===== config.mk =====
export PLATFORM = sky130hd
export DESIGN_NAME = mem_file_loader
export DESIGN_NICKNAME = d
export VERILOG_FILES = /design/src/rtl/mem_file_loader.sv
export SDC_FILE = /design/constraint.sdc
export NUM_CORES = 1
export LEC_CHECK = 0
export ABC_AREA = 1
export BUFFER_PORTS_ARGS = -buffer_cell sky130_fd_sc_hd__buf_2
export CAP_MARGIN = 20
export CORE_UTILIZATION = 45
export CTS_CLUSTER_SIZE = 10
export DETAILED_ROUTE_END_ITERATION = 7
export GPL_TIMING_DRIVEN = 0
export PLACE_DENSITY = 0.7
export SYNTH_ARGS = -nofsm -noshare
export SYNTH_HDL_FRONTEND = slang
export SYNTH_SLANG_ARGS = --single-unit

===== constraint.sdc =====
create_clock -name clock -period 4.4 [get_ports clock]
set_input_delay 0.66 -clock clock [delete_from_list [all_inputs] [get_ports clock]]
set_output_delay 0.66 -clock clock [all_outputs]
set_load 0.02 [all_outputs]

===== src/rtl/mem_file_loader.sv =====
// Byte-stream loader/dumper in front of the data memory's file port.
// Words travel high byte first; addresses wrap modulo 2^ADDR_W.
module mem_file_loader #(
  parameter int ADDR_W    = 8,
  parameter int MAX_WORDS = 256
) (
  input  logic              clock,
  input  logic              reset_n,
  input  logic              load_start,
  input  logic              dump_start,
  input  logic [ADDR_W-1:0] base_addr,
  input  logic [ADDR_W:0]   word_count,
  input  logic [7:0]        rx_data,
  input  logic              rx_valid,
  output logic              rx_ready,
  output logic [7:0]        tx_data,
  output logic              tx_valid,
  input  logic              tx_ready,
  output logic              mem_write_en,
  output logic [ADDR_W-1:0] mem_addr,
  output logic [15:0]       mem_wdata,
  input  logic [15:0]       mem_rdata,
  output logic              busy,
  output logic              done
);

  typedef enum logic [3:0] {
    IDLE, LD_HI, LD_LO, LD_WR, DP_RD, DP_CAP, DP_HI, DP_LO, FIN
  } state_t;

  localparam logic [ADDR_W:0] MAX_CNT = (ADDR_W+1)'(MAX_WORDS);
  localparam logic [ADDR_W:0] ONE_CNT = (ADDR_W+1)'(1);

  state_t            state_reg, state_next;
  logic [ADDR_W-1:0] addr_reg, addr_next;
  logic [ADDR_W-1:0] last_addr_reg, last_addr_next;
  logic [ADDR_W:0]   remaining_reg, remaining_next;
  logic [15:0]       wdata_reg, wdata_next;
  logic [15:0]       hold_reg, hold_next;
  logic [ADDR_W:0]   clamped_count;

  assign clamped_count = (word_count > MAX_CNT) ? MAX_CNT : word_count;
  assign mem_wdata     = wdata_reg;

  always_ff @(posedge clock) begin
    if (!reset_n) begin
      state_reg     <= IDLE;
      addr_reg      <= '0;
      last_addr_reg <= '0;
      remaining_reg <= '0;
      wdata_reg     <= '0;
      hold_reg      <= '0;
    end else begin
      state_reg     <= state_next;
      addr_reg      <= addr_next;
      last_addr_reg <= last_addr_next;
      remaining_reg <= remaining_next;
      wdata_reg     <= wdata_next;
      hold_reg      <= hold_next;
    end
  end

  always_comb begin
    state_next     = state_reg;
    addr_next      = addr_reg;
    last_addr_next = last_addr_reg;
    remaining_next = remaining_reg;
    wdata_next     = wdata_reg;
    hold_next      = hold_reg;
    rx_ready       = 1'b0;
    tx_valid       = 1'b0;
    tx_data        = 8'h00;
    mem_write_en   = 1'b0;
    // The memory port keeps showing the last address it was driven with.
    mem_addr       = last_addr_reg;
    busy           = (state_reg != IDLE);
    done           = 1'b0;

    case (state_reg)
      IDLE: begin
        if (load_start || dump_start) begin
          addr_next      = base_addr;
          remaining_next = clamped_count;
          if (clamped_count == '0) state_next = FIN;
          else if (load_start)     state_next = LD_HI;
          else                     state_next = DP_RD;
        end
      end
      LD_HI: begin
        rx_ready = 1'b1;
        if (rx_valid) begin
          wdata_next[15:8] = rx_data;
          state_next       = LD_LO;
        end
      end
      LD_LO: begin
        rx_ready = 1'b1;
        if (rx_valid) begin
          wdata_next[7:0] = rx_data;
          state_next      = LD_WR;
        end
      end
      LD_WR: begin
        mem_write_en   = 1'b1;
        mem_addr       = addr_reg;
        last_addr_next = addr_reg;
        addr_next      = addr_reg + ADDR_W'(1);
        remaining_next = remaining_reg - ONE_CNT;
        state_next     = (remaining_reg == ONE_CNT) ? FIN : LD_HI;
      end
      DP_RD: begin
        mem_addr       = addr_reg;
        last_addr_next = addr_reg;
        state_next     = DP_CAP;
      end
      DP_CAP: begin
        // Memory read data is valid one cycle after the address.
        hold_next  = mem_rdata;
        state_next = DP_HI;
      end
      DP_HI: begin
        tx_valid = 1'b1;
        tx_data  = hold_reg[15:8];
        if (tx_ready) state_next = DP_LO;
      end
      DP_LO: begin
        tx_valid = 1'b1;
        tx_data  = hold_reg[7:0];
        if (tx_ready) begin
          addr_next      = addr_reg + ADDR_W'(1);
          remaining_next = remaining_reg - ONE_CNT;
          state_next     = (remaining_reg == ONE_CNT) ? FIN : DP_RD;
        end
      end
      FIN: begin
        done       = 1'b1;
        state_next = IDLE;
      end
      default: state_next = IDLE;
    endcase
  end

endmodule


==> results of run 1 <==
==> final cells by class <==
class | instances | area (sq um)
Fill cell | 620 | 2690
Multi-Input combinational cell | 313 | 1500
Sequential cell | 61 | 1220
Timing Repair Buffer | 83 | 415
Inverter | 59 | 221
Clock buffer | 12 | 145
Tap cell | 77 | 96.3
Buffer | 16 | 78.8
Clock inverter | 4 | 47.5
==> worst min-delay path: stages, from the launching register on <==
cell     delay, ns
dfxtp_1       0.31
inv_1         0.04
a21oi_1       0.05
==> per-stage QoR <==
stage	instance area, sq um	setup WS [ns]	std cells	power, mW	util, %
final	3730	1.81	625	2.50	58.1
after global routing	3730	1.62	625	2.70	58.1
after CTS	3730	1.80	625	2.50	58.1
after detailed placement	3540	2.18	609	2.00	55.1
after global placement	3540	2.23	609	1.97	55.1
after floorplan	3020	2.46	449	1.67	-
==> final timing paths <==
| path | from | to | slack (ns) | cells past startpoint |
|---|---|---|---|---|
| setup / recovery | state_reg[0] | mem_addr[6] | 1.81 | 8 |
| hold reg to reg | mem_wdata[4] | mem_wdata[4] | 0.44 | 2 |
| setup reg to reg | state_reg[0] | remaining_reg[1] | 2.65 | 10 |
| hold / removal | mem_wdata[4] | mem_wdata[4] | 0.44 | 2 |
==> layer usage <==
| layer | share of wire, % | wire [um] | track usage, % |
|---|---|---|---|
| met5 | 0 | 0 | 0 |
| met4 | 1.9 | 151 | 11.1 |
| met3 | 7.0 | 567 | 5.74 |
| met2 | 45 | 3630 | 37.8 |
| met1 | 46 | 3730 | 30.6 |
==> cell usage after synthesis (all sizes together) <==
library cell | number | share of area, %
inv | 58 | 7.2
ha | 3 | 1.2
buf | 9 | 1.7
nand3 | 24 | 4.1
a21boi | 2 | 0.50
nor3 | 3 | 0.50
dfxtp | 61 | 40
nand3b | 1 | 0.25
a21oi | 32 | 5.3
nand4 | 2 | 0.41
o21ai | 60 | 9.9
clkinv | 1 | 0.12
or2 | 1 | 0.21
clkbuf | 7 | 0.87
o21a | 1 | 0.25
o21bai | 1 | 0.25
o22ai | 3 | 0.83
nor2 | 94 | 13
xor2 | 3 | 0.87
nand2 | 75 | 9.6
a32o | 8 | 2.6
==> placed cells by master, fill, tap and decap left out, drive strengths merged <==
| master | Yosys | layout |
|---|---|---|
| nor2 | 94 | 94 |
| o22ai | 3 | 3 |
| clkbuf | 7 | 19 |
| a21boi | 2 | 2 |
| clkinv | 1 | 3 |
| bufinv | 0 | 1 |
| buf | 9 | 92 |
| ha | 3 | 3 |
| o21a | 1 | 1 |
| a21oi | 32 | 32 |
| clkinvlp | 0 | 1 |
| or2 | 1 | 1 |
| nand2 | 75 | 75 |
| nand3 | 24 | 24 |
| o21bai | 1 | 1 |
| xor2 | 3 | 3 |
| nor3 | 3 | 3 |
| dfxtp | 61 | 61 |
| nand3b | 1 | 1 |
| inv | 58 | 58 |
| a32o | 8 | 8 |
| nand4 | 2 | 2 |
| o21ai | 60 | 60 |
==> cell families after synthesis <==
kind of cell             after synthesis  synth area share (%)
AND/OR/NAND/NOR                      200                  27.9
AO/OA/AOI/OAI                        107                  19.7
buffers and inverters                 75                  9.93
flip-flops                            61                  40.4
XOR/XNOR                               3                 0.869
adder cells (fa/ha/maj)                3                  1.24
==> where the power goes <==
group	total [mW]	switching, mW	internal (mW)
registers	0.802	0.0935	0.709
logic	1.20	0.799	0.401
clock network	0.495	0.220	0.276
==> key figures, run 1 <==
Logic synthesis
  – Seq/Total Area, Yosys: 40.4%
  – Yosys warnings: 0
  – Post-synth net total: between 400 and 500
  – Syn Inst Count: around 450
  – Yosys cell types: 31
  – Post-Syn Area: between 3000 and 4000 sq um
  – Mean post-synth cell area: approximately 6.7 sq um
  – Flops & latches, synth: a little over 60

Drt
  – Antenna Nets Post-Route: 0
  – Drt pass-1 iters: 7
  – Final wirelength: slightly above 8000 um
  – Post-DR wirelength/cell: approximately 13 um
  – DR vias/cell: 5.13
  – Drt drc: 8
  – Vias: ~3,200
  – First DRT Iteration DRCs: roughly 180

Timing
  – Slew Viols, Final: 0
  – Final setup violation count: 0
  – Total negative slack: 0 ns
  – Worst slew margin: between 60 and 70%
  – Worst hold slack: about 0.44 ns
  – Fin. Hold Viols: 0
  – Max Clk Rate: ~0.39 GHz
  – Clk_skew: between 0.006 and 0.007 ns
  – Final period utilization: between 50% and 60%
  – Minimum clock period: 2.59 ns
  – Worst slew pin tran: roughly 0.50 ns
  – RSZ-0062 raised after global routing: no

Power and ir drop
  – Leak: approximately 1.8 nW
  – Peak VDD IR: roughly 0.3 mV
  – Cell Pwr Density: between 600 and 700 nW/um^2

GRT
  – Largest net degree at the start of global routing: 11
  – Initial antenna violation count: 0
  – Vias in the first global route: 2,993
  – First-pass GRT wire length: 13,300 um
  – Global route overflow: 0
  – GRT Total Usage: a little under a quarter

Clock network
  – CTS tree: done
  – Cts repair resizes: 0
  – Clk sinks: between 60 and 70
  – Clk slew on worst S/H paths: roughly 0.070 ns
  – CTS root buf: clkbuf_8
  – Hold_buf cts: 0
  – CTS Buffer Depth: 2
  – Max H-tree Level: 3
  – Insertion delay to the later sink of the worst-skew pair: about 0.34 ns
  – Post-CTS Setup Bufs: 0
  – Total CTS buffers: 9

Run status
  – Status: complete, but fails checks
  – Failing checks: design-rule violations

Critical path
  – Buf+Inv Stages, Crit Path: 4
  – Worst Path Required: ~3.7 ns
  – Crit end category: output pin
  – Arr. time, crit path: between 1.5 and 2 ns
  – Crit start category: flip-flop
  – Cell family with most CP delay: buffers and inverters
  – Critical Path Max Stage Delay: around 0.37 ns
  – Crit path kind: flip-flop to output pin
  – Crit-path cells: nor2_1, inv_1, o22ai_2, buf_2, nand2_1, o21ai_0, inv_1, buf_2
  – Slowest-stage cell, CP: dfxtp_1
  – Crit-path max FO: 10

Floorplan
  – Die ar.: 7050 sq um
  – Die width: between 80 and 90 um
  – CORE AREA: between 6000 and 7000 sq um
  – Die height: 84.0 um
  – I/O Pins: 84
  – Std-Cell Rows: 29
  – Initial Util: 47.1%

Finish
  – Synthesis-to-layout area growth: 23.3%
  – Ant. Diodes: 0
  – Number of nets in the layout: 593
  – Fraction of layout cells with a size suffix above 1: 22.1%

Placed design
  – GPL Wtd Cong: just under 0.9
  – Port Buffers: just over 80
  – DP HPWL: 5920 um

Run
  – Max-Cap Viols: 0

Worst hold path
  – Worst hold path class: flip-flop to flip-flop
No activity file was read; power rests on OpenSTA's default activity.
==> run 2: changes to the inputs <==
clock period = 2.4 ns   (was 4.4 ns; I/O delays follow)
==> key figures, run 2 (synthesis results as in run 1) <==
Drt
  – DR vias/cell: 5.15 (+0.37%)
  – Drt drc: 8 (unchanged)
  – First DRT Iteration DRCs: 196 (+11%)
  – Final wirelength: 8060 um (-0.21%)
  – Post-DR wirelength/cell: 12.9 um (-0.21%)
  – Drt pass-1 iters: 7 (unchanged)
  – Antenna Nets Post-Route: 0 (unchanged)
  – Vias: 3,218 (+0.37%)

GRT
  – Met1 Use GR: 30.6% (unchanged)
  – Largest net degree at the start of global routing: 11 (unchanged)
  – First-pass GRT wire length: 13,300 um (unchanged)
  – Global Route met2 Usage: 37.8% (unchanged)
  – M3 GR Usage: 5.74% (unchanged)
  – Initial antenna violation count: 0 (unchanged)
  – GR peak layer: met2
  – GRT Total Usage: 23.9% (unchanged)
  – Vias in the first global route: 2,993 (unchanged)
  – Global route overflow: 0 (unchanged)

Floorplan
  – Die width: 84.0 um (unchanged)
  – Std-Cell Rows: 29 (unchanged)
  – Die ar.: 7050 sq um (unchanged)
  – Initial Util: 47.1% (unchanged)
  – CORE AREA: 6420 sq um (unchanged)
  – Die height: 84.0 um (unchanged)
  – I/O Pins: 84 (unchanged)

Placed design
  – GPL Wtd Cong: 0.881 (unchanged)
  – DP HPWL: 5920 um (unchanged)
  – Port Buffers: 83 (unchanged)
  – Placed cell count: 609 (unchanged)

Clock network
  – Clk slew on worst S/H paths: 0.07 ns (about the same)
  – Hold_buf cts: 0 (unchanged)
  – Insertion delay to the later sink of the worst-skew pair: 0.33 ns (about the same)
  – Clk sinks: 61 (unchanged)
  – Total CTS buffers: 9 (unchanged)
  – CTS tree: done
  – Max H-tree Level: 3 (unchanged)
  – CTS root buf: clkbuf_8
  – Post-CTS Setup Bufs: 0 (unchanged)
  – Cts repair resizes: 0 (unchanged)
  – CTS Buffer Depth: 2 (unchanged)

Timing
  – Worst slew pin tran: 0.487 ns (-0.00762 ns)
  – Final period utilization: between 90% and 100%
  – Clk_skew: 0.00724 ns (+0.000536 ns)
  – Worst slew margin: 67.5% (+0.51 points)
  – RSZ-0062 raised after global routing: no
  – Fin. Hold Viols: 0 (unchanged)
  – Total negative slack: 0 ns (unchanged)
  – Minimum clock period: about 2.2 ns
  – Max Clk Rate: ~0.45 GHz
  – Slew Viols, Final: 0 (unchanged)
  – Final setup violation count: 0 (unchanged)

Finish
  – Commonest non-fill, non-tap cells in the layout: nor2_1, buf_2, nand2_1
  – Post-layout util: 58.3% (+0.19 points)
  – Fraction of layout cells with a size suffix above 1: 22.3% (+0.18 points)
  – Number of nets in the layout: 593 (unchanged)
  – Fill cells: 619 (-0.16%)
  – Post-route insts no fill: 625 (unchanged)
  – Register Area: 1220 sq um (unchanged)
  – Synthesis-to-layout area growth: 23.7%
  – Area of the multi-input gates: 1510 sq um (+0.67%)
  – Ant. Diodes: 0 (unchanged)

Critical path
  – Slowest-stage cell, CP: dfxtp_1
  – Critical Path Max Stage Delay: 0.45 ns (+0.08 ns)
  – Arr. time, crit path: 1.87 ns (-0.06 ns)
  – Crit end category: output pin
  – Worst Path Required: 2.04 ns (-1.70 ns)
  – Crit-path max FO: 10 (unchanged)
  – Crit path kind: flip-flop to output pin
  – Crit-path cells: nand2_2, o22ai_4, clkbuf_4, nand2_1, o21ai_0, inv_1, buf_2
  – Crit start category: flip-flop

Power and ir drop
  – Switching Share: 44.5% (about the same)
  – Switching power: 2.05 mW (+84%)
  – Flop pwr share: 32.0% (about the same)
  – Leak: 1.84 nW (about the same)
  – Pint: 2.55 mW (+84%)
  – Combinational share of power: 48.3% (+0.3 points)
  – Cell Pwr Density: 1230 nW/um^2 (+84%)
  – Peak VDD IR: 0.549 mV (+83%)
  – Clock power share: 19.7% (about the same)

Worst hold path
  – Worst hold path class: input pin to flip-flop

Run status
  – Failing checks: design-rule violations
  – Status: complete, but fails checks

Run
  – Max-Cap Viols: 0 (unchanged)
## run 2: changes by cell type in the layout (fill, tap and decap cells not counted), sizes merged
cell	change
buf	-1
clkbuf	+1
## run 2: power by group through the flow
| stage | logic, mW | clock network (mW) | registers (mW) |
|---|---|---|---|
| 3_3_place_gp | 2.14 | 0 | 1.48 |
| 2_1_floorplan | 1.54 | 0 | 1.51 |
| 3_5_place_dp | 2.18 | 0 | 1.49 |
| 6_report | 2.22 | 0.904 | 1.47 |
| 5_1_grt | 2.51 | 0.967 | 1.50 |
| 4_1_cts | 2.19 | 0.919 | 1.47 |
## run 2: area by class of cell
cell class              instances  area share [%]
multi-input cells             313            40.4
flip-flops and latches         61            32.6
repair buffers                 83            11.1
inverters                      59            5.92
clock buffers                  12            3.88
well taps                      77            2.58
plain buffers                  16            2.17
clock inverters                 4            1.27
## run 2: worst paths after layout
| path | from | to | slack [ns] | cells past startpoint |
|---|---|---|---|---|
| hold reg to reg | mem_wdata[4] | mem_wdata[4] | 0.44 | 2 |
| hold / removal | rx_data[3] | mem_wdata[11] | 0.26 | 3 |
| setup / recovery | state_reg[0] | mem_addr[6] | 0.17 | 7 |
| setup reg to reg | state_reg[0] | remaining_reg[1] | 0.61 | 10 |
## run 2: critical path: cells and delay by family, from the launching register on
kind / cells / cell delay, ns
buf+inv: 3 / 0.46
simple gates: 2 / 0.24
compound gates: 2 / 0.39
flops: 1 / 0.45
## run 2: metal layers
| metal | wire length [um] | up-vias | part of all wire [%] |
|---|---|---|---|
| li1 | - | 1636 | - |
| met1 | 3690 | 1432 | 46 |
| met2 | 3590 | 133 | 45 |
| met3 | 615 | 17 | 7.6 |
| met4 | 159 | 0 | 2.0 |
| met5 | 0 | - | 0 |
## run 2: stage by stage
step	power [mW]	hold WS [ns]	cell area, sq um	setup WS (ns)
2_1_floorplan	3.06	0.452	3020	0.756
3_3_place_gp	3.62	0.434	3540	0.531
3_5_place_dp	3.67	0.435	3540	0.477
4_1_cts	4.58	0.252	3730	0.0979
5_1_grt	4.98	0.271	3740	0.0119
6_report	4.60	0.264	3740	0.172
